--- config.mk ---
export PLATFORM = sky130hd
export DESIGN_NAME = fb_port_arbiter
export DESIGN_NICKNAME = d
export VERILOG_FILES = /design/src/rtl/fb_pkg.sv /design/src/rtl/fb_clear_engine.sv /design/src/rtl/fb_port_arbiter.sv
export SDC_FILE = /design/constraint.sdc
export NUM_CORES = 1
export LEC_CHECK = 0
export BUFFER_PORTS_ARGS = -buffer_cell sky130_fd_sc_hd__buf_2
export CAP_MARGIN = 20
export CORE_ASPECT_RATIO = 0.9
export CORE_MARGIN = 10
export CORE_UTILIZATION = 34
export CTS_CLUSTER_DIAMETER = 150
export CTS_CLUSTER_SIZE = 12
export DETAILED_ROUTE_END_ITERATION = 7
export GPL_ROUTABILITY_DRIVEN = 0
export PLACE_DENSITY = 0.67
export SYNTH_ARGS = -nofsm -noshare
export SYNTH_HDL_FRONTEND = slang
export SYNTH_SLANG_ARGS = --single-unit
--- constraint.sdc ---
create_clock -name clk -period 2.5 [get_ports clk]
set_input_delay 0.375 -clock clk [delete_from_list [all_inputs] [get_ports clk]]
set_output_delay 0.375 -clock clk [all_outputs]
set_load 0.1 [all_outputs]
--- src/rtl/fb_pkg.sv ---
// Shared framebuffer constants and the port-A FSM state type.
package fb_pkg;

  localparam int FB_W     = 160;
  localparam int FB_H     = 144;
  localparam int FB_DEPTH = FB_W * FB_H;
  localparam int ADDR_W   = 15;
  localparam int PIX_W    = 2;

  typedef enum logic {
    IDLE  = 1'b0,
    CLEAR = 1'b1
  } fb_state_e;

endpackage

--- src/rtl/fb_clear_engine.sv ---
// Clear engine: fills every framebuffer address with one latched value,
// one write per cycle, then pulses done for a single cycle.
module fb_clear_engine
  import fb_pkg::*;
(
  input  logic              clk,
  input  logic              rst_n,
  input  logic              start_i,
  input  logic [PIX_W-1:0]  val_i,
  output logic              busy_o,
  output logic              done_o,
  output logic [ADDR_W-1:0] addr_o,
  output logic [PIX_W-1:0]  data_o
);

  localparam logic [ADDR_W-1:0] LAST_ADDR = ADDR_W'(FB_DEPTH - 1);

  fb_state_e         state_q, state_d;
  logic [ADDR_W-1:0] cnt_q, cnt_d;
  logic [PIX_W-1:0]  val_q, val_d;
  logic              done_q, done_d;

  // State, write counter, fill value and done pulse registers.
  always_ff @(posedge clk or negedge rst_n) begin
    if (!rst_n) begin
      state_q <= IDLE;
      cnt_q   <= '0;
      val_q   <= '0;
      done_q  <= 1'b0;
    end else begin
      state_q <= state_d;
      cnt_q   <= cnt_d;
      val_q   <= val_d;
      done_q  <= done_d;
    end
  end

  // Next state: a start in IDLE latches the fill value; CLEAR walks the
  // address space and drops back to IDLE after the last address is written.
  always_comb begin
    state_d = state_q;
    cnt_d   = cnt_q;
    val_d   = val_q;
    done_d  = 1'b0;
    case (state_q)
      IDLE: begin
        if (start_i) begin
          state_d = CLEAR;
          cnt_d   = '0;
          val_d   = val_i;
        end
      end
      CLEAR: begin
        if (cnt_q == LAST_ADDR) begin
          state_d = IDLE;
          cnt_d   = '0;
          done_d  = 1'b1;
        end else begin
          cnt_d = cnt_q + 1'b1;
        end
      end
      default: state_d = IDLE;
    endcase
  end

  assign busy_o = (state_q == CLEAR);
  assign done_o = done_q;
  assign addr_o = cnt_q;
  assign data_o = val_q;

endmodule

--- src/rtl/fb_port_arbiter.sv ---
// Framebuffer port-A owner: arbitrates PPU writes and host accesses,
// hands the port to the clear engine while it runs, and returns host reads.
module fb_port_arbiter
  import fb_pkg::*;
#(
  parameter int RD_LAT     = 1,
  parameter int STARVE_MAX = 8
)(
  input  logic              clk,
  input  logic              rst_n,
  input  logic              ppu_valid,
  output logic              ppu_ready,
  input  logic [ADDR_W-1:0] ppu_addr,
  input  logic [PIX_W-1:0]  ppu_pix,
  input  logic              host_req,
  input  logic              host_we,
  input  logic [ADDR_W-1:0] host_addr,
  input  logic [PIX_W-1:0]  host_wdata,
  output logic              host_gnt,
  output logic              host_rvalid,
  output logic [PIX_W-1:0]  host_rdata,
  input  logic              clr_start,
  input  logic [PIX_W-1:0]  clr_val,
  output logic              clr_busy,
  output logic              clr_done,
  output logic              fb_cea,
  output logic              fb_wrea,
  output logic [ADDR_W-1:0] fb_ada,
  output logic [PIX_W-1:0]  fb_dina,
  input  logic [PIX_W-1:0]  fb_douta,
  output logic              fb_ocea,
  output logic              fb_reseta
);

  localparam int                SC_W       = $clog2(STARVE_MAX + 1);
  localparam logic [ADDR_W-1:0] DEPTH_A    = ADDR_W'(FB_DEPTH);
  localparam logic [SC_W-1:0]   STARVE_LIM = SC_W'(STARVE_MAX);

  logic [ADDR_W-1:0] clr_addr;
  logic [PIX_W-1:0]  clr_data;
  logic              forced;
  logic [SC_W-1:0]   starve_q, starve_d;
  logic [RD_LAT-1:0] rd_vld_q, rd_oor_q;
  logic [PIX_W-1:0]  rdata_q;
  logic              rd_ret;
  logic [PIX_W-1:0]  rd_ret_data;

  fb_clear_engine u_clear (
    .clk     (clk),
    .rst_n   (rst_n),
    .start_i (clr_start),
    .val_i   (clr_val),
    .busy_o  (clr_busy),
    .done_o  (clr_done),
    .addr_o  (clr_addr),
    .data_o  (clr_data)
  );

  assign fb_ocea   = 1'b1;
  assign fb_reseta = 1'b0;

  // Port-A arbitration and RAM drive; out-of-range accesses are handshaken
  // but never enable the RAM.
  always_comb begin
    forced    = 1'b0;
    ppu_ready = 1'b0;
    host_gnt  = 1'b0;
    fb_cea    = 1'b0;
    fb_wrea   = 1'b0;
    fb_ada    = '0;
    fb_dina   = '0;
    if (clr_busy) begin
      fb_cea  = 1'b1;
      fb_wrea = 1'b1;
      fb_ada  = clr_addr;
      fb_dina = clr_data;
    end else begin
      forced    = host_req && (starve_q == STARVE_LIM);
      ppu_ready = ppu_valid && !forced;
      host_gnt  = host_req && !ppu_ready;
      if (ppu_ready) begin
        fb_cea  = (ppu_addr < DEPTH_A);
        fb_wrea = 1'b1;
        fb_ada  = ppu_addr;
        fb_dina = ppu_pix;
      end else if (host_gnt) begin
        fb_cea  = (host_addr < DEPTH_A);
        fb_wrea = host_we;
        fb_ada  = host_addr;
        fb_dina = host_wdata;
      end
    end
  end

  // Starvation count: consecutive denied host cycles, saturating at the limit
  // so a host left waiting through a clear is forced in right afterwards.
  always_comb begin
    starve_d = '0;
    if (host_req && !host_gnt) begin
      starve_d = (starve_q == STARVE_LIM) ? starve_q : starve_q + 1'b1;
    end
  end

  // Starvation counter register.
  always_ff @(posedge clk or negedge rst_n) begin
    if (!rst_n) begin
      starve_q <= '0;
    end else begin
      starve_q <= starve_d;
    end
  end

  // Read-return pipeline: tracks each granted host read, and whether it was
  // out of range, until the RAM data is due.
  always_ff @(posedge clk or negedge rst_n) begin
    if (!rst_n) begin
      rd_vld_q <= '0;
      rd_oor_q <= '0;
    end else begin
      rd_vld_q[0] <= host_gnt && !host_we;
      rd_oor_q[0] <= !(host_addr < DEPTH_A);
      for (int i = 1; i < RD_LAT; i++) begin
        rd_vld_q[i] <= rd_vld_q[i-1];
        rd_oor_q[i] <= rd_oor_q[i-1];
      end
    end
  end

  assign rd_ret      = rd_vld_q[RD_LAT-1];
  assign rd_ret_data = rd_oor_q[RD_LAT-1] ? '0 : fb_douta;
  assign host_rvalid = rd_ret;
  assign host_rdata  = rd_ret ? rd_ret_data : rdata_q;

  // Hold the last returned read value between returns.
  always_ff @(posedge clk or negedge rst_n) begin
    if (!rst_n) begin
      rdata_q <= '0;
    end else if (rd_ret) begin
      rdata_q <= rd_ret_data;
    end
  end

endmodule
* Yosys cells after proc, flatten, opt, wreduce, memory -nomap -nowiden
Index checks and enable logic that the tools add are counted.
** Storage, ports and cells
- Output and inout port bits :: 28
- Register bits :: 27
** Operators by class
- Bitwise logic cells :: 1
- Equal/unequal tests :: 4
- Add/subtract/negate cells :: 2
- Mux-type cells :: 26
- Reduce and logical (&&, ||, !) cells :: 11
- Order comparisons :: 2
** Operators with widths (count)
- $mux W15 :: 5
- $lt A15 B15 Y1 const B :: 2
- $pmux W15 S2 :: 1
- $add A15 B1 Y15 const B :: 1
- $eq A15 B15 Y1 const B :: 1
- $mux W1 :: 12
- $mux W2 :: 5
- $mux W4 :: 2
- $logic_and A1 B1 Y1 :: 5
- $logic_not A1 Y1 :: 5
- $add A4 B1 Y4 const B :: 1
- $eq A4 B4 Y1 const B :: 1
- $ne A2 B2 Y1 const B :: 2
- $pmux W1 S2 :: 1
- $reduce_and A2 Y1 :: 1
- $not A1 Y1 :: 1

* Logic depth before layout (Yosys ltp)
Gate-level depths: netlist of the first run.
- Depth in word-level cells :: 10
- Gate-level depth with buffers :: 7
- Depth with buffers taken out :: 6

* Cells and area by module
A second synthesis of the first run with hierarchy kept.
** Unflattened totals
- Cell total of the unflattened synthesis :: 240
- Area total of the unflattened synthesis :: 2019.4 µm²
** By module, submodules not included
- fb_clear_engine :: cells an instance 108, area an instance 1021.0 µm², seq. area each 475.5 µm², times used 1
- fb_port_arbiter :: cells an instance 132, area an instance 998.5 µm², seq. area each 200.2 µm², times used 1

* Least setup slack after synthesis of the first run
OpenSTA, ideal clock, no wires.
- Path kind :: register to output
- From :: register starve_q[0]
- To :: output port fb_cea
- Data arrival time :: 4.595 ns
- Required time :: 2.125 ns
- Stages on the path, launching flop included :: 6
- Slack :: -2.470 ns
- Cell sequence :: dfrtp_1 inv_1 ha_1 nand4b_1 and2_1 o311ai_0
** On the way
- Cells in the longest elaborated chain, start to end :: 9
** Ends and longest elaborated chain
- start, declared :: RTL line fb_port_arbiter.sv:42 : logic [SC_W-1:0] starve_q, starve_d;
- start signal, assigned :: RTL line fb_port_arbiter.sv:109 : starve_q <= starve_d;
- $eq A4 B4 Y1 * :: RTL line fb_port_arbiter.sv:78 : forced = host_req && (starve_q == STARVE_LIM);
- $logic_and A1 B1 Y1 * :: RTL line fb_port_arbiter.sv:78
- $logic_not A1 Y1 * :: RTL line fb_port_arbiter.sv:79 : ppu_ready = ppu_valid && !forced;
- $logic_and A1 B1 Y1 * :: RTL line fb_port_arbiter.sv:79
- $logic_not A1 Y1 :: RTL line fb_port_arbiter.sv:80 : host_gnt = host_req && !ppu_ready;
- $logic_and A1 B1 Y1 :: RTL line fb_port_arbiter.sv:80
- $mux W1 :: RTL line fb_port_arbiter.sv:86 : end else if (host_gnt) begin
- $mux W1 * :: RTL line fb_port_arbiter.sv:81 : if (ppu_ready) begin
- $mux W1 * :: RTL line fb_port_arbiter.sv:72 : if (clr_busy) begin
- end, declared :: RTL line fb_port_arbiter.sv:26 : output logic fb_cea,
Every way passes the cells marked *; elsewhere a longest branch is shown, timed or not.

* Worst setup path after layout of the first run
- From :: register starve_q[1]
- To :: output port fb_cea
Same word-level chain as after synthesis.

==> impl_metrics.csv, run 1 <==
group,metric,value,unit
run_status,status,"complete, no violations",
critical_path,cp_data_required_time,2.12,ns
synth,synth_ff_type,"dfrtp_1",
critical_path,path_max_fanout,11,
power,leakagePower,0.00126,uW
detailed_routing,drt_iter0_drc,179,
global_route,grt_pass1_vias,2118,
sta,whs,0.102,ns
detailed_routing,routed_wl,6.00,mm
sta,fin_crit,2.38,ns
critical_path,reg2reg_setup_slack,0.61,ns
sta,relSlewSlack,56.1,%
power,ir_worst_vdd,548,uV
synth,synthArstFlopShare,100,%
cts,cts-root-buf,"clkbuf_8",
die,initial_core_util,34.8,%
critical_path,path_cells,"inv_1, ha_1, nand4b_1, and2_4, buf_4, o311ai_2, clkbuf_16",
cts,clkSinkCount,27,
critical_path,cp.arrival,2.00,ns
cts,cts-buffers-inserted,3,
detailed_routing,vias_per_cell,5.31,
place,hpwl,4.75,mm
die,io_pins,72,
sta,fin_crit_sh,95.1,%
place,post-place-ws,0.274,ns
cells_and_area,diodes,0,
critical_path,critical-path-slowest-cell,"dfrtp_1",
cells_and_area,fin_nets,350,
sta,worst_slew_pin_slew,0.653,ns
die,rows,25,
synth,avgSynthCellArea,7.75,um^2
synth,syn_inst,233,
sta,max_freq,0.420,GHz
detailed_routing,wl_per_cell,16.3,um
cts,cts_tree,"done",
critical_path,end_kind,"output pin",
sta,fin_skew,0.00967,ns
global_route,antenna_found_initial,0,
die,core,5190,um^2
global_route,grt_pass1_wl,10.2,mm
synth,synth_common_cells,"37 x nand2_1, 27 x dfrtp_1, 21 x nand3_1, 21 x nor2_1, 16 x a21oi_1",
cells_and_area,area_delta_synth_final,61.5,%
die,die_area,8630,um^2
sta,tns,0,ns
cells_and_area,final_cell_count_no_fill,369,
cts,path_clk_slew,0.10,ns
min_path,min_path_type,"input pin to asynchronous set/reset pin",
synth,yosys.area.top_type,"dfrtp_1",
place,portBuffers,69,
sta,setup_ws,0.121,ns
critical_path,startpoint_type,"register",
synth,yosys-top-cells-area,"dfrtp_1 37%, nand2_1 7.7%, nand3_1 5.8%",
cts,clk_latency,0.28,ns
cts,cts_buffer_depth,2,
power,total_power,2430,uW
synth,yosys_warnings,0,
detailed_routing,drcViolationCount,0,
place,placedCellCount,364,
detailed_routing,ant_nets,0,
sta,finalSetupViolations,0,
synth,synth_seq_cells,27,
synth,yosysMostFrequentCell,"nand2_1",
die,fp.dieW,96.8,um
flow_run,cap_violations,0,
critical_path,critical_path_class,"register to output pin",
critical_path,critPathMaxStageDelay,0.43,ns
global_route,grt.total_usage,14.1,%
sta,rsz0062_at_grt,"false",
synth,synth_edf_count,0,
sta,hold_viol,0,
detailed_routing,vias,1961,
synth,ys_seq_area_share,37.4,%
synth,syn_nets,280,
cts,cts.htree.levels,1,
sta,finalMaxSlewViolations,0,
detailed_routing,dr.pass1.iters,5,
power,power.density,834,nW/um^2
die,die_h,89.2,um
synth,syn-cell-area,1810,um^2
global_route,grt_max_degree,37,
global_route,overflow,0,
cells_and_area,final_layout_size_suffix_gt1_share,39.7,%
synth,synth_cell_types,44,
synth,synth.top_cell.area_share,37.4,%
## state kept, by name, indices dropped and copies added (netlist names)
register / flops
starve_q: 4
host_rvalid: 1
rd_oor_q: 1
u_clear.done_o: 1
u_clear.data_o: 2
rdata_q: 2
u_clear.addr_o: 15
u_clear.busy_o: 1
## layout make-up
cell class | count | area [um^2]
Fill cell | 494 | 2270
Multi-Input combinational cell | 180 | 1300
Timing Repair Buffer | 81 | 772
Sequential cell | 27 | 679
Tap cell | 67 | 83.8
Clock buffer | 3 | 41.3
Inverter | 10 | 37.5
Clock inverter | 1 | 7.51
## layout by cell type, fill, tap and decap left out, drive strengths merged, types with 2 or more instances in the layout
master / Yosys / routed
buf: 7 / 80
nand2: 37 / 37
dfrtp: 27 / 27
nand3: 21 / 21
nor2: 21 / 21
a21oi: 16 / 16
a31oi: 15 / 15
o21ai: 12 / 12
inv: 9 / 9
nand3b: 4 / 4
a21o: 4 / 4
nor3: 4 / 4
clkbuf: 9 / 4
a211oi: 3 / 3
o22ai: 3 / 3
mux2: 3 / 3
ha: 3 / 3
nand4: 3 / 3
and2: 3 / 3
nand4b: 2 / 2
o211a: 2 / 2
nor4: 2 / 2
o31a: 2 / 2
o31ai: 2 / 2
conb: 2 / 2
and4: 2 / 2
or4: 2 / 2
## per-stage QoR
stage                     utilization (%)  area (um^2)
final                                56.2         2920
after global routing                 56.2         2920
after CTS                            55.8         2900
after detailed placement             54.8         2850
after global placement               54.8         2850
after floorplan                         -         2090
## per-layer routing
metal | vias to the layer above | global-route usage [%] | share of wire (%)
li1 | 970 | - | -
met1 | 932 | 17.3 | 46
met2 | 55 | 24.0 | 46
met3 | 4 | 3.94 | 6.4
met4 | 0 | 3.35 | 1.0
met5 | - | 0 | 0
## critical path, delay by kind of cell, from the launching register on
kind	cells	cell delay, ns
flip-flops	1	0.43
AND/OR/NAND/NOR	2	0.37
adder cells (fa/ha/maj)	1	0.13
AO/OA/AOI/OAI	1	0.31
buffers and inverters	3	0.49
## cell families (layout without fill, tap and decap cells)
logic type	after synthesis	count (layout)	share of synthesized area [%]
compound gates	65	65	22.6
xor+xnor	2	2	0.970
fa+ha+maj	3	3	2.08
buf+inv	26	95	6.30
flops	27	27	37.4
mux	3	3	1.87
other cells	2	2	0.416
simple gates	105	105	28.3
## what timing repair did
action	in CTS	in global routing
pin swaps	0	1
hold buffers	0	0
setup buffers	0	1
gates resized for setup	1	4
endpoints found under the setup margin	9	13
## worst paths after layout
kind | to | from | cells after the start
hold / removal | starve_q[2] | rst_n | 1
max in group asynchronous | u_clear.busy_o | rst_n | 1
hold reg to reg | rdata_q[1] | rdata_q[1] | 2
setup / recovery | fb_cea | starve_q[1] | 7
min in group clk | host_rvalid | host_we | 2
setup reg to reg | u_clear.addr_o[14] | u_clear.addr_o[1] | 5
## where the power goes
group | switching, uW | internal, uW | leakage (uW)
Combinational | 977 | 536 | 0.000908
Sequential | 134 | 524 | 0.000332
Clock | 148 | 113 | 0.0000217
Total | 1260 | 1170 | 0.00126
Note: power is estimated with default switching activity, not from simulation.
==> inputs of run 2 (changes only) <==
--- a/config.mk
+++ b/config.mk
@@ -9,12 +9,13 @@
 export CAP_MARGIN = 20
 export CORE_ASPECT_RATIO = 0.9
 export CORE_MARGIN = 10
-export CORE_UTILIZATION = 34
+export CORE_UTILIZATION = 25
 export CTS_CLUSTER_DIAMETER = 150
 export CTS_CLUSTER_SIZE = 12
 export DETAILED_ROUTE_END_ITERATION = 7
 export GPL_ROUTABILITY_DRIVEN = 0
-export PLACE_DENSITY = 0.67
+export PLACE_DENSITY = 0.55
+export SLEW_MARGIN = 5
 export SYNTH_ARGS = -nofsm -noshare
 export SYNTH_HDL_FRONTEND = slang
 export SYNTH_SLANG_ARGS = --single-unit
==> constraint.sdc (replaced) <==
create_clock -name clk -period 2.89 [get_ports clk]
set_input_delay 0.4335 -clock clk [delete_from_list [all_inputs] [get_ports clk]]
set_output_delay 0.4335 -clock clk [all_outputs]
set_load 0.1 [all_outputs]
==> run 2 against run 1 <==
Against the previous run: global-route usage decreased by 2.2 points; combinational power decreased by 23%; count of clock-buffer cells in the layout unchanged; die area increased by 28%; clock skew about the same; hold slack improved by 0.077 ns; sequential share of layout area increased by 1.9 points; critical path type unchanged.
==> impl_metrics.csv, run 2 (synthesis gave the netlist of run 1 again) <==
group,metric,value,unit
run_status,status,"complete, no violations",
sta,hold_viol,0,
detailed_routing,drt_iter0_drc,173,
global_route,grt_max_degree,37,
cts,clk_latency,0.28,ns
sta,fin_crit_sh,93.7,%
critical_path,startpoint_type,"register",
critical_path,critical_path_class,"register to output pin",
critical_path,crit_path_start,"starve_q[0]",
die,rows,29,
critical_path,critPathTopFamily,"buffers and inverters",
critical_path,cp.arrival,2.27,ns
place,portBuffers,69,
global_route,grt_pass1_vias,2075,
critical_path,path_max_fanout,15,
cells_and_area,fin_nets,345,
critical_path,reg2reg_setup_slack,0.97,ns
sta,worst_slew_pin_slew,0.741,ns
sta,fin_crit,2.71,ns
global_route,overflow,0,
min_path,min_path_type,"input pin to asynchronous set/reset pin",
die,die_area,11000,um^2
global_route,grt_pass1_wl,10.7,mm
critical_path,cp_data_required_time,2.46,ns
cells_and_area,largest_reg_flops,15,
sta,max_freq,0.369,GHz
place,placedCellCount,386,
flow_run,cap_violations,0,
die,die_h,101,um
die,initial_core_util,25.7,%
power,ir_worst_vdd,405,uV
cells_and_area,fin_util,38.3,%
critical_path,cp_num_buf_inv,3,
cells_and_area,area_delta_synth_final,49.0,%
power,leakagePower,0.00119,uW
global_route,grt.total_usage,11.9,%
die,core,7040,um^2
critical_path,r2r-start,"u_clear.addr_o[0]",
die,fp.dieW,110,um
cts,cts.htree.levels,1,
cells_and_area,final_layout_size_suffix_gt1_share,37.4,%
global_route,antenna_found_initial,0,
sta,relSlewSlack,50.1,%
cts,holdBufCountCts,0,
critical_path,critical-path-slowest-cell,"buf_2",
cts,cts-root-buf,"clkbuf_8",
sta,finalMaxSlewViolations,0,
sta,rsz0062_at_grt,"false",
critical_path,critPathMaxStageDelay,0.44,ns
sta,fin_skew,0.00927,ns
cells_and_area,final_cell_count_no_fill,390,
critical_path,path_cells,"inv_1, ha_1, nand4b_1, buf_4, nand2_2, nand3_1, a31oi_4, buf_2",
detailed_routing,vias_per_cell,5.00,
cts,clkSinkCount,27,
cts,cts_tree,"done",
detailed_routing,drcViolationCount,0,
cells_and_area,layout_commonest_cell,"buf_2",
critical_path,end_kind,"output pin",
cells_and_area,final_cell_mix,"53 x buf_2, 36 x nand2_1, 26 x dfrtp_1",
sta,tns,0,ns
detailed_routing,dr.pass1.iters,4,
detailed_routing,wl_per_cell,16.3,um
detailed_routing,vias,1951,
cells_and_area,diodes,0,
detailed_routing,routed_wl,6.35,mm
place,hpwl,4.93,mm
cts,path_clk_slew,0.10,ns
die,io_pins,72,
cts,cts_buffer_depth,2,
sta,finalSetupViolations,0,
power,power.density,727,nW/um^2
detailed_routing,ant_nets,0,
cts,cts-buffers-inserted,3,
-- run 2: cell count changes in the layout (fill, tap and decap cells not counted), moves of 2 or more --
cell / delta
a31oi_4: -4
clkbuf_4: +4
a21oi_4: -2
a21oi_2: +2
buf_12: -8
buf_4: -4
buf_2: +5
a31oi_2: +4
o21ai_1: +2
-- run 2: final cells by class --
type,instances,area (um^2)
Clock inverter,1,5.00
Inverter,10,37.5
Multi-Input combinational cell,180,1210
Clock buffer,3,41.3
Sequential cell,27,677
Tap cell,93,116
Timing Repair Buffer,76,601
Fill cell,733,4350
-- run 2: what timing repair did --
item	4_1_cts	5_1_grt
gates resized for setup	2	4
buffers inserted	0	0
setup endpoints to repair	8	4
pin swaps	0	0
-- run 2: power by group --
part	switching, uW	internal [uW]	total (uW)
clock network	126	96.9	223
registers	121	453	575
logic	814	347	1160
total	1060	897	1960
-- run 2: final timing paths --
check	end	cells past startpoint
worst min-delay path	u_clear.addr_o[9]	1
min in group clk	host_rvalid	2
worst min register to register	rdata_q[1]	2
worst max register to register	u_clear.addr_o[7]	6
max in group asynchronous	u_clear.busy_o	1
worst max-delay path	fb_ada[9]	8
-- run 2: worst reg2reg max path: cells and delay by family (launching register included) --
family / cells / cell delay [ns]
AO/OA/AOI/OAI: 2 / 0.55
flip-flops: 1 / 0.43
AND/OR/NAND/NOR: 2 / 0.35
adder cells (fa/ha/maj): 1 / 0.28
buffers and inverters: 1 / 0.24
-- run 2: through the flow --
step	cell area (um^2)	total power [uW]	hold slack [ns]	setup slack (ns)
after floorplan	2000	1410	0.138	-0.225
after global placement	2630	1720	0.492	0.326
after detailed placement	2630	1740	0.498	0.241
after CTS	2680	1960	0.195	0.143
after global routing	2690	2060	0.211	0.00167
final	2690	1960	0.179	0.182
-- run 2: routing by layer --
layer,share of wire (%),vias to the layer above,global-route usage (%)
li1,-,965,-
met1,49,918,16.1
met2,43,64,18.2
met3,6.9,4,3.39
met4,0.80,0,2.50
met5,0,-,0
==> inputs of run 3 (changes only) <==
--- a/config.mk
+++ b/config.mk
@@ -5,6 +5,7 @@
 export SDC_FILE = /design/constraint.sdc
 export NUM_CORES = 1
 export LEC_CHECK = 0
+export ABC_AREA = 1
 export BUFFER_PORTS_ARGS = -buffer_cell sky130_fd_sc_hd__buf_2
 export CAP_MARGIN = 20
 export CORE_ASPECT_RATIO = 0.9
@@ -14,7 +15,7 @@
 export CTS_CLUSTER_SIZE = 12
 export DETAILED_ROUTE_END_ITERATION = 7
 export GPL_ROUTABILITY_DRIVEN = 0
-export PLACE_DENSITY = 0.55
+export PLACE_DENSITY = 0.54
 export SLEW_MARGIN = 5
 export SYNTH_ARGS = -nofsm -noshare
 export SYNTH_HDL_FRONTEND = slang
==> run 3 against run 2 <==
Against the previous run: clock skew barely moved; register-to-register slack improved by 0.17 ns; total power rose by 24%; worst setup slack improved by 0.071 ns; count of clock-buffer cells in the layout did not move; via count rose by 1.3%; synthesized area rose by 8.5%; critical endpoint is now fb_ada[0]; largest power group unchanged; highest routed layer unchanged.
==> impl_metrics.csv, run 3 <==
group,metric,value,unit
run_status,status,"complete, no violations",
cts,cts_buffer_depth,2,
flow_run,cap_violations,0,
global_route,antenna_found_initial,0,
critical_path,path_cells,"inv_1, ha_1, nand4_2, nand2_4, nand2_4, nor2_8, nand2_1, nand3_1, buf_2",
synth,synthArstFlopShare,100,%
cts,cts-buffers-inserted,3,
power,swShare,62.8,%
synth,syn_nets,333,
synth,synth_top_family_by_area,"simple AND/OR/NAND/NOR gates",
critical_path,critPathMaxStageDelay,0.42,ns
die,core,7580,um^2
cells_and_area,multi_input_area,1120,um^2
detailed_routing,dr.pass1.iters,5,
sta,fin_crit_sh,91.3,%
cts,postCtsSetupBuffers,0,
cells_and_area,final_cell_mix,"99 x nand2_1, 69 x buf_2, 32 x nand3_1",
synth,synth_common_cells,"99 x nand2_1, 32 x nand3_1, 29 x nor2_1, 27 x dfrtp_1, 27 x inv_1",
detailed_routing,wl_per_cell,13.0,um
place,placedCellCount,444,
place,place_area,2380,um^2
synth,syn_inst,286,
detailed_routing,vias,1976,
cells_and_area,final_area,2430,um^2
critical_path,cp.arrival,2.20,ns
synth,synth_cell_types,31,
cts,cts_tree,"done",
synth,synth.mux.area_fraction,1.15,%
sta,worst_slew_pin_slew,0.624,ns
sta,hold_viol,0,
die,rows,30,
place,hpwl,4.80,mm
sta,rsz0062_at_grt,"false",
die,initial_core_util,25.9,%
cts,cts-root-buf,"clkbuf_8",
global_route,overflow,0,
cells_and_area,final_layout_size_suffix_gt1_share,29.3,%
die,die_h,104,um
synth,yosys-top-cells-area,"dfrtp_1 34%, nand2_1 19%, nand3_1 8.2%",
cts,holdBufCountCts,0,
detailed_routing,ant_nets,0,
power,seq_power_share,26.6,%
global_route,grt_pass1_wl,9.89,mm
cts,cts_resized,0,
synth,synth_seq_cells,27,
cells_and_area,seq_area,676,um^2
critical_path,cp_data_required_time,2.46,ns
synth,synth_xor_area_share,1.79,%
cts,cts.htree.levels,1,
synth,yosys_warnings,0,
detailed_routing,vias_per_cell,4.41,
cts,clk_latency,0.28,ns
synth,yosysMostFrequentCell,"nand2_1",
power,internal_power,905,uW
synth,avgSynthCellArea,6.86,um^2
power,pwr-share-comb,64.1,%
min_path,min_path_type,"input pin to asynchronous set/reset pin",
sta,max_freq,0.379,GHz
sta,relSlewSlack,58.4,%
sta,finalMaxSlewViolations,0,
place,portBuffers,69,
die,fp.dieW,113,um
critical_path,critPathMostFrequentCell,"nand2_4",
sta,fin_crit,2.64,ns
cells_and_area,largest_reg_flops,15,
die,die_area,11800,um^2
critical_path,path_max_fanout,18,
sta,fin_skew,0.00968,ns
die,io_pins,72,
detailed_routing,drt_iter0_drc,161,
detailed_routing,drcViolationCount,0,
critical_path,critical-path-slowest-cell,"dfrtp_1",
cells_and_area,final_cell_count_no_fill,448,
synth,synth_compound_area_share,5.17,%
cells_and_area,diodes,0,
synth,synthSimpleGateAreaFrac,46.6,%
power,power.density,1000,nW/um^2
sta,setup_ws,0.253,ns
power,leakagePower,0.00131,uW
cts,clkSinkCount,27,
power,p_sw,1530,uW
detailed_routing,routed_wl,5.83,mm
power,ir_worst_vdd,685,uV
cells_and_area,num-fill-cells,842,
critical_path,startpoint_type,"register",
cts,path_clk_slew,0.10,ns
synth,ys_seq_area_share,34.5,%
synth,synthAdderAreaFrac,1.91,%
sta,tns,0,ns
power,clkPwrFrac,9.3,%
cells_and_area,layout_commonest_cell,"nand2_1",
critical_path,critical_path_class,"register to output pin",
cells_and_area,area_delta_synth_final,23.8,%
cells_and_area,fin_nets,400,
synth,synth.top_cell.area_share,34.5,%
global_route,grt_max_degree,28,
global_route,grt_pass1_vias,2028,
synth,syn-cell-area,1960,um^2
global_route,grt.total_usage,9.81,%
sta,finalSetupViolations,0,
critical_path,end_kind,"output pin",
synth,yosys.area.top_type,"dfrtp_1",
synth,synth_ff_type,"dfrtp_1",
synth,synth_edf_count,0,
place,post-place-ws,0.541,ns
==> run 3: cell types whose count changed after synthesis, sizes merged, moves of 4 or more <==
cell	before	now
a21oi	16	1
nand3b	4	0
inv	9	28
nor2	21	32
nand2	37	110
nand3	21	41
a21o	4	0
clkbuf	9	2
nand4	3	7
a31oi	15	0
==> run 3: final cells by class <==
class,count,share of cell area [%]
Tap cell,96,4.95
Clock buffer,3,1.70
Clock inverter,1,0.309
Multi-Input combinational cell,222,46.0
Inverter,28,4.33
Timing Repair Buffer,71,14.8
Sequential cell,27,27.8
==> run 3: metrics by stage <==
step                      hold slack [ns]  total power (uW)  util [%]
final                               0.153              2430      32.0
after global routing                0.209              2610      32.0
after CTS                           0.190              2460      32.0
after detailed placement            0.497              2220      31.4
after global placement              0.498              2210      31.4
after floorplan                     0.138              1940         -
==> run 3: cell families (layout without fill, tap and decap cells) <==
group,count (synthesis),in the layout
compound gates,18,18
mux,2,2
buf+inv,37,103
other cells,2,2
xor+xnor,4,4
flops,27,27
fa+ha+maj,3,3
simple gates,193,193
==> run 3: power groups by stage <==
stage | clock network [uW] | registers (uW) | logic (uW)
3_3_place_gp | 0 | 652 | 1560
2_1_floorplan | 0 | 596 | 1340
4_1_cts | 241 | 646 | 1570
5_1_grt | 247 | 673 | 1690
6_report | 227 | 646 | 1560
3_5_place_dp | 0 | 655 | 1570
==> run 3: path summary, 6_finish.rpt <==
| check | depth (start not counted) | endpoint | from | slack (ns) |
|---|---|---|---|---|
| min in group clk | 2 | host_rvalid | host_we | 0.33 |
| setup reg to reg | 5 | u_clear.addr_o[0] | u_clear.busy_o | 1.14 |
| max in group asynchronous | 1 | u_clear.addr_o[14] | rst_n | 2.32 |
| hold / removal | 1 | starve_q[3] | rst_n | 0.15 |
| hold reg to reg | 1 | u_clear.data_o[1] | u_clear.data_o[1] | 0.52 |
| setup / recovery | 9 | fb_ada[0] | starve_q[0] | 0.25 |
==> run 3: metal layers <==
layer / GRT usage, % / routed length (um)
met1: 13.5 / 2820
met5: 0 / 0
met2: 14.7 / 2460
met3: 3.00 / 518
met4: 1.72 / 34
==> run 3: critical path, delay by kind of cell (launching register included) <==
kind                       cells  cell delay, ns
DFF                            1            0.42
and+or+nand+nor                6            0.80
buffers and inverters          2            0.50
adders and majority gates      1            0.18
